===== config.mk =====
export PLATFORM = sky130hd
export DESIGN_NAME = pool_relu_13_2_12
export DESIGN_NICKNAME = d
export VERILOG_FILES = /design/src/rtl/pool_relu_13_2_12.sv
export SDC_FILE = /design/constraint.sdc
export NUM_CORES = 1
export LEC_CHECK = 0
export ABC_AREA = 1
export BUFFER_PORTS_ARGS = -buffer_cell sky130_fd_sc_hd__buf_2
export CORE_MARGIN = 4
export CORE_UTILIZATION = 45
export CTS_CLUSTER_DIAMETER = 40
export DETAILED_ROUTE_END_ITERATION = 12
export PLACE_DENSITY = 0.65
export RECOVER_POWER = 25
export SYNTH_ARGS = -nofsm -noshare
export SYNTH_HDL_FRONTEND = slang
export SYNTH_SLANG_ARGS = --single-unit

===== constraint.sdc =====
create_clock -name clk -period 5.17 [get_ports clk]
set_input_delay 0.517 -clock clk [delete_from_list [all_inputs] [get_ports clk]]
set_output_delay 0.517 -clock clk [all_outputs]
set_load 0.1 [all_outputs]

===== src/rtl/pool_relu_13_2_12.sv =====
// rtl/pool_relu_13_2_12.sv - ReLU plus non-overlapping 1-D max-pool stage with valid/ready streams
`timescale 1ns/1ps

module pool_relu_13_2_12 #(
  parameter int L = 13,
  parameter int K = 2,
  parameter int T = 12
) (
  input  logic                clk,
  input  logic                reset,
  input  logic signed [T-1:0] s_data_in_x,
  input  logic                s_valid_x,
  output logic                s_ready_x,
  output logic signed [T-1:0] m_data_out_y,
  output logic                m_valid_y,
  input  logic                m_ready_y
);

  localparam int IW = (L > 1) ? $clog2(L) : 1;
  localparam int WW = (K > 1) ? $clog2(K) : 1;
  localparam logic [IW-1:0] IDX_LAST = IW'(L - 1);
  localparam logic [WW-1:0] W_LAST   = WW'(K - 1);

  logic [IW-1:0]       r_idx;
  logic [WW-1:0]       r_w;
  logic signed [T-1:0] r_runmax;
  logic signed [T-1:0] r_data;
  logic                r_valid;

  logic                w_close;
  logic                w_accept;
  logic signed [T-1:0] w_max;
  logic signed [T-1:0] w_relu;

  // Only a window-closing element needs the output slot, so only it can stall.
  always_comb begin
    w_close   = (r_w == W_LAST) || (r_idx == IDX_LAST);
    s_ready_x = !w_close || !r_valid || m_ready_y;
    w_accept  = s_valid_x && s_ready_x;
    w_max     = ((r_w == '0) || (s_data_in_x > r_runmax)) ? s_data_in_x : r_runmax;
    w_relu    = w_max[T-1] ? '0 : w_max;
  end

  always_ff @(posedge clk or negedge reset) begin
    if (!reset) begin
      r_idx    <= '0;
      r_w      <= '0;
      r_runmax <= '0;
      r_data   <= '0;
      r_valid  <= 1'b0;
    end else begin
      if (w_accept) begin
        r_runmax <= w_max;
        r_idx    <= (r_idx == IDX_LAST) ? '0 : r_idx + IW'(1);
        r_w      <= w_close ? '0 : r_w + WW'(1);
      end
      // A load wins over a simultaneous drain: the slot stays full with new data.
      if (w_accept && w_close) begin
        r_data  <= w_relu;
        r_valid <= 1'b1;
      end else if (r_valid && m_ready_y) begin
        r_valid <= 1'b0;
      end
    end
  end

  assign m_data_out_y = r_data;
  assign m_valid_y    = r_valid;

endmodule


==> impl_metrics.tcl, run 1 <==
set metrics [dict create \
    crit_path_end "m_data_out_y[4]" \
    hold_path_class "reg -> reg" \
    grt_pass1_vias 1348 \
    firstDrtPassIters 4 \
    drt_iter0_drc 123 \
    cts_buffer_depth 2 \
    cts.sinks 29 \
    drt_wl_total_um 3500 \
    clkSlewWorstSetupHoldPaths_ps 60 \
    max_slew_margin -0.0341 \
    final_common_cell "nand2_1" \
    worst_pin_slew_ps 1550 \
    ys_ff_latch 29 \
    rows 22 \
    postCtsSetupBuffers 0 \
    reg2regPathDepth 14 \
    final_nets 281 \
    cts_tree "done" \
    final_cell_mix "nand2_1 (80), dfrtp_1 (29), inv_1 (27), nand3_1 (27), buf_2 (27)" \
    setup_tns_ps 0 \
    dieWidth_um 69.8 \
    netlist_instances 225 \
    criticalPathCategory "reg -> reg" \
    area_growth_pct 13.7 \
    finClkSkew_ps 3.99 \
    rsz0062_at_grt "false" \
    pin_count 30 \
    vias 1459 \
    grt_max_degree 30 \
    setup_viol 0 \
    wl_per_cell_um 11.7 \
    nFillCells 380 \
    crit_path_start "r_runmax[11]" \
    period_minus_slack_ps 2350 \
    syn_nets 255 \
    place.gp.congestion 0.789 \
    cts_root_buf "clkbuf_8" \
    ys_warn_count 0 \
    synth.yosys.seq_area_share 0.422 \
    port_buffers 28 \
    worstPathMaxFanout 13 \
    fmax_ghz 0.425 \
    drc 0 \
    grt.total_usage 0.160 \
    multiInputGateArea_um2 818 \
    core_area_um2 3690 \
    insertion_delay_ps 280 \
    failed_checks "max-capacitance violations, max-slew violations" \
    fin_crit_sh 0.455 \
    ant_nets 0 \
    n_antenna_cell 0 \
    fp.dieH_um 69.8 \
    cts_resized 0 \
    outcome "complete, but fails checks" \
    cp.arrival_ps 2570 \
    r2r_slack_ps 2820 \
    netlist_area_um2 1720 \
    slew_viol_final 30 \
    yosysUniqueCellTypes 22 \
    antenna_found_initial 0 \
    initial_utilization 0.466 \
    cp-start-kind "flip-flop" \
    r2r_end "m_data_out_y[4]" \
    register_area_um2 726 \
    die_area_um2 4870 \
    dp_hpwl_um 2580 \
    syn_avg_cell_area_um2 7.64 \
    cts_made_buffers 5 \
    r2r_start "r_runmax[11]" \
    cap_violations 1 \
    grt_pass1_wl_um 6160 \
    drive_gt1_frac 0.171 \
    crit_required_ps 5390 \
    vias_per_cell 4.86 \
    cts_max_level 2 \
    hold_violations 0 \
    timing.hold.ws_ps 476 \
    cp-end-kind "flip-flop" \
    hold_buffers 0 \
    overflow 0 \
]
-- registers in the layout, indices dropped and copies added, names as in the netlist --
| register | count |
|---|---|
| m_valid_y | 1 |
| m_data_out_y | 11 |
| r_idx | 4 |
| r_w | 1 |
| r_runmax | 12 |
-- routing by layer --
layer | vias up | routed length, um | global-route usage
met3 | 5 | 227 | 0.0667
li1 | 761 | - | -
met4 | 0 | 44 | 0.0511
met2 | 33 | 1500 | 0.231
met5 | - | 0 | 0
met1 | 660 | 1730 | 0.217
-- metrics by stage --
stage          cells  worst slack, ps   util  cell area (um^2)
2_1_floorplan    225             2550      -              1720
3_3_place_gp     292             2700  0.502              1850
3_5_place_dp     292             2600  0.502              1850
4_1_cts          300             2810  0.530              1950
5_1_grt          300             2580  0.530              1950
6_report         300             2820  0.530              1950
-- cell families after synthesis --
group,synth area share
and+or+nand+nor,0.299
buffers and inverters,0.101
DFF,0.422
AOI/OAI and AO/OA,0.0677
adders and majority gates,0.102
xor gates and xnor gates,0.00510
other,0.00218
-- cell type report --
| cell class | instances | share of cell area |
|---|---|---|
| Multi-Input combinational cell | 158 | 0.419 |
| Sequential cell | 29 | 0.372 |
| Timing Repair Buffer | 28 | 0.0711 |
| Inverter | 29 | 0.0557 |
| Clock buffer | 7 | 0.0493 |
| Tap cell | 48 | 0.0307 |
| Clock inverter | 1 | 0.00256 |
-- critical path, cell delays in order (launching register included) --
cell and delay, ps:
dfrtp_1 340, inv_1 70, ha_1 330, nand2_1 80, inv_1 50, nand2_1 70
nor2_2 150, nand2_1 90, nand4_1 90, nand3_2 250, nand2_2 280, nand2_1 100
nand2_2 180, nand3_1 130, nand2_1 80
-- cell usage after synthesis --
cell / count / area, um^2
nand2_1: 80 / 300
dfrtp_1: 29 / 726
inv_1: 27 / 101
nand3_1: 27 / 135
ha_1: 14 / 175
o21ai_0: 14 / 70.1
a21oi_1: 5 / 25.0
nor2_1: 4 / 15.0
buf_6: 3 / 33.8
clkbuf_1: 3 / 11.3
nand2_2: 3 / 18.8
nand4_1: 3 / 18.8
buf_4: 2 / 15.0
inv_2: 2 / 7.51
nand3_2: 2 / 20.0
a21o_1: 1 / 7.51
a31oi_1: 1 / 6.26
buf_2: 1 / 5.00
conb_1: 1 / 3.75
nor2_2: 1 / 6.26
o21a_1: 1 / 7.51
xor2_1: 1 / 8.76
-- worst min path at each step --
stage / start / to / slack (ps) / cells past startpoint
2_1_floorplan: reset / m_data_out_y[0] / 220 / 0
3_3_place_gp: m_data_out_y[1] / m_data_out_y[1] / 460 / 2
3_5_place_dp: m_data_out_y[2] / m_data_out_y[2] / 460 / 2
4_1_cts: reset / r_runmax[9] / 270 / 1
5_1_grt: m_data_out_y[2] / m_data_out_y[2] / 500 / 2
6_report: m_data_out_y[2] / m_data_out_y[2] / 480 / 2
Power of run 1 is left out: the tool's default activity adds up to more than one toggle a clock period on the data nets, which glitch-free logic cannot reach.
==> run 2: changes to the inputs <==
--- a/config.mk
+++ b/config.mk
@@ -5,7 +5,7 @@
 export SDC_FILE = /design/constraint.sdc
 export NUM_CORES = 1
 export LEC_CHECK = 0
-export ABC_AREA = 1
+export ABC_AREA = 0
 export BUFFER_PORTS_ARGS = -buffer_cell sky130_fd_sc_hd__buf_2
 export CORE_MARGIN = 4
 export CORE_UTILIZATION = 45
==> constraint.sdc (replaced) <==
create_clock -name clk -period 2.3 [get_ports clk]
set_input_delay 0.23 -clock clk [delete_from_list [all_inputs] [get_ports clk]]
set_output_delay 0.23 -clock clk [all_outputs]
set_load 0.1 [all_outputs]
==> run 2 against run 1 <==
Against the previous run: the flow still finishes with violations (max-capacitance violations, max-slew violations); critical path depth down 6; clock skew up 2.8 ps; largest cell class unchanged; wire length up 14%; global-route usage up 1.2 points; non-clock buffer count up 11; register-to-register slack worse by 2700 ps; synthesized cell count down 24%; worst hold slack worse by 280 ps; area after synthesis up 2.5%.
==> impl_metrics.tcl, run 2 <==
set metrics [dict create \
    p_leak_nw 1.07 \
    powerDensity_nw_per_um2 1490 \
    port_buffers 28 \
    drc 0 \
    rsz0062_at_grt "false" \
    largest_reg_flops 12 \
    cp-start-kind "flip-flop" \
    dp_hpwl_um 3080 \
    fin_crit_sh 0.929 \
    dieWidth_um 70.5 \
    drive_gt1_frac 0.252 \
    n_antenna_cell 0 \
    final_nets 240 \
    grt.met1_usage 0.187 \
    worstHoldPathCells 3 \
    finClkSkew_ps 6.82 \
    top_register "r_runmax" \
    cts_max_level 2 \
    nFillCells 340 \
    busiest_layer "met2" \
    vdd_ir_drop_max_mv 0.603 \
    ys_top_cells_by_count "dfrtp_1 (29), inv_1 (26), ha_1 (14)" \
    dpl.cell_count 249 \
    cts.sinks 29 \
    hold_path_class "in -> reg" \
    use_met2 0.313 \
    period_minus_slack_ps 2140 \
    fmax_ghz 0.468 \
    synth.most_common_cell "dfrtp_1" \
    area_growth_pct 18.3 \
    cap_violations 1 \
    fp.dieH_um 70.5 \
    cts_made_buffers 5 \
    fin_util 0.560 \
    setup_tns_ps 0 \
    cp.arrival_ps 2330 \
    netlist_instances 171 \
    yosysTopAreaCell "dfrtp_1" \
    syn_nets 201 \
    yosys-top-cells-area "dfrtp_1 (41%), ha_1 (10%), mux2i_1 (6.3%)" \
    cts_tree "done" \
    worst_pin_slew_ps 1570 \
    syn_avg_cell_area_um2 10.3 \
    rows 22 \
    instances_no_fill 258 \
    pin_count 30 \
    place.gp.congestion 0.824 \
    failed_checks "max-capacitance violations, max-slew violations" \
    total_power_w 0.00310 \
    cp-end-kind "flip-flop" \
    synthArstFlopShare 1.00 \
    criticalPathCategory "reg -> reg" \
    grt_pass1_vias 1486 \
    final_common_cell "dfrtp_1" \
    outcome "complete, but fails checks" \
    die_area_um2 4980 \
    firstDrtPassIters 4 \
    reg2regPathDepth 8 \
    drt_wl_total_um 4000 \
    worstPathMaxFanout 5 \
    register_area_um2 726 \
    timing.final.ws_setup_ps 162 \
    grt_pass1_wl_um 6690 \
    vias 1407 \
    multiInputGateArea_um2 888 \
    antenna_found_initial 0 \
    max_slew_margin -0.0470 \
    clkSlewWorstSetupHoldPaths_ps 60 \
    overflow 0 \
    crit_required_ps 2500 \
    ant_nets 0 \
    synth.yosys.seq_area_share 0.412 \
    ys_warn_count 0 \
    yosysUniqueCellTypes 41 \
    wl_per_cell_um 15.5 \
    grt_max_degree 30 \
    drt_iter0_drc 84 \
    insertion_delay_ps 280 \
    grt_util_met3 0.0497 \
    yosysTopAreaCellShare 0.412 \
    hold_violations 0 \
    post-place-ws_ps 111 \
    core_area_um2 3720 \
    final_cell_mix "dfrtp_1 (29), buf_2 (27), inv_1 (26), ha_1 (14)" \
    ys_ff_latch 29 \
    cts_root_buf "clkbuf_8" \
    synth-edff-count 0 \
    vias_per_cell 5.45 \
    cts_buffer_depth 2 \
    grt.total_usage 0.172 \
    initial_utilization 0.474 \
    slew_viol_final 30 \
    setup_viol 0 \
    netlist_area_um2 1760 \
    synth_flop_cell "dfrtp_1" \
]
-- run 2: cell count changes in the layout (fill, tap and decap cells not counted), moves of 11 or more --
cell / before / now
o221ai_1: 0 / 11
nand2_1: 80 / 9
mux2i_1: 0 / 11
and2_1: 0 / 11
nand3_1: 27 / 3
-- run 2: metrics by stage --
| stage | instance area (um^2) | hold WS [ps] |
|---|---|---|
| 2_1_floorplan | 1760 | -65.6 |
| 3_3_place_gp | 1970 | 288 |
| 3_5_place_dp | 1970 | 298 |
| 4_1_cts | 2070 | 192 |
| 5_1_grt | 2080 | 228 |
| 6_report | 2080 | 199 |
-- run 2: final timing paths --
path                                start         endpoint  slack, ps
max                           r_runmax[9]      r_runmax[3]        160
min                        s_data_in_x[0]  m_data_out_y[0]        200
max reg2reg                   r_runmax[9]      r_runmax[3]        160
min reg2reg                  r_runmax[11]     r_runmax[11]        520
max in group asynchronous           reset         r_idx[1]        510
min in group asynchronous           reset  m_data_out_y[3]        870
-- run 2: logic make-up after synthesis --
family | count (synthesis) | share of synthesized area
AO/OA/AOI/OAI | 46 | 0.201
adder cells (fa/ha/maj) | 14 | 0.0995
buffers and inverters | 33 | 0.0867
flip-flops | 29 | 0.412
multiplexers | 12 | 0.0711
other | 1 | 0.00213
AND/OR/NAND/NOR | 36 | 0.127
-- run 2: routing by layer --
metal	wire (um)	vias up
met1	1650	673
met5	0	-
met4	63	0
li1	-	687
met3	214	6
met2	2070	41
-- run 2: area by class of cell --
class                           count  share of cell area
Clock buffer                        7              0.0415
Inverter                           26              0.0469
Multi-Input combinational cell    109               0.427
Sequential cell                    29               0.349
Tap cell                           48              0.0288
Timing Repair Buffer               39               0.108
-- run 2: worst max-delay path, cell delays in order (launching register included) --
cell       delay (ps)
dfrtp_1           360
inv_1              90
ha_1              280
a21o_1            190
nand2_1            80
o2111ai_2         190
o311ai_4          420
buf_4             230
mux2i_1           220
-- run 2: what timing repair did --
action	4_1_cts	5_1_grt
hold endpoints to repair	23	0
endpoints found under the setup margin	0	8
hold buffers	1	0
resized for setup	0	1
buffers inserted	0	1
-- run 2: where the power goes --
| group | switching [W] | internal, W | total (W) |
|---|---|---|---|
| combinational | 0.00131 | 0.000518 | 0.00183 |
| clock | 0.000181 | 0.000237 | 0.000418 |
| sequential | 0.000120 | 0.000735 | 0.000856 |
(Power assumes the default switching activity.)
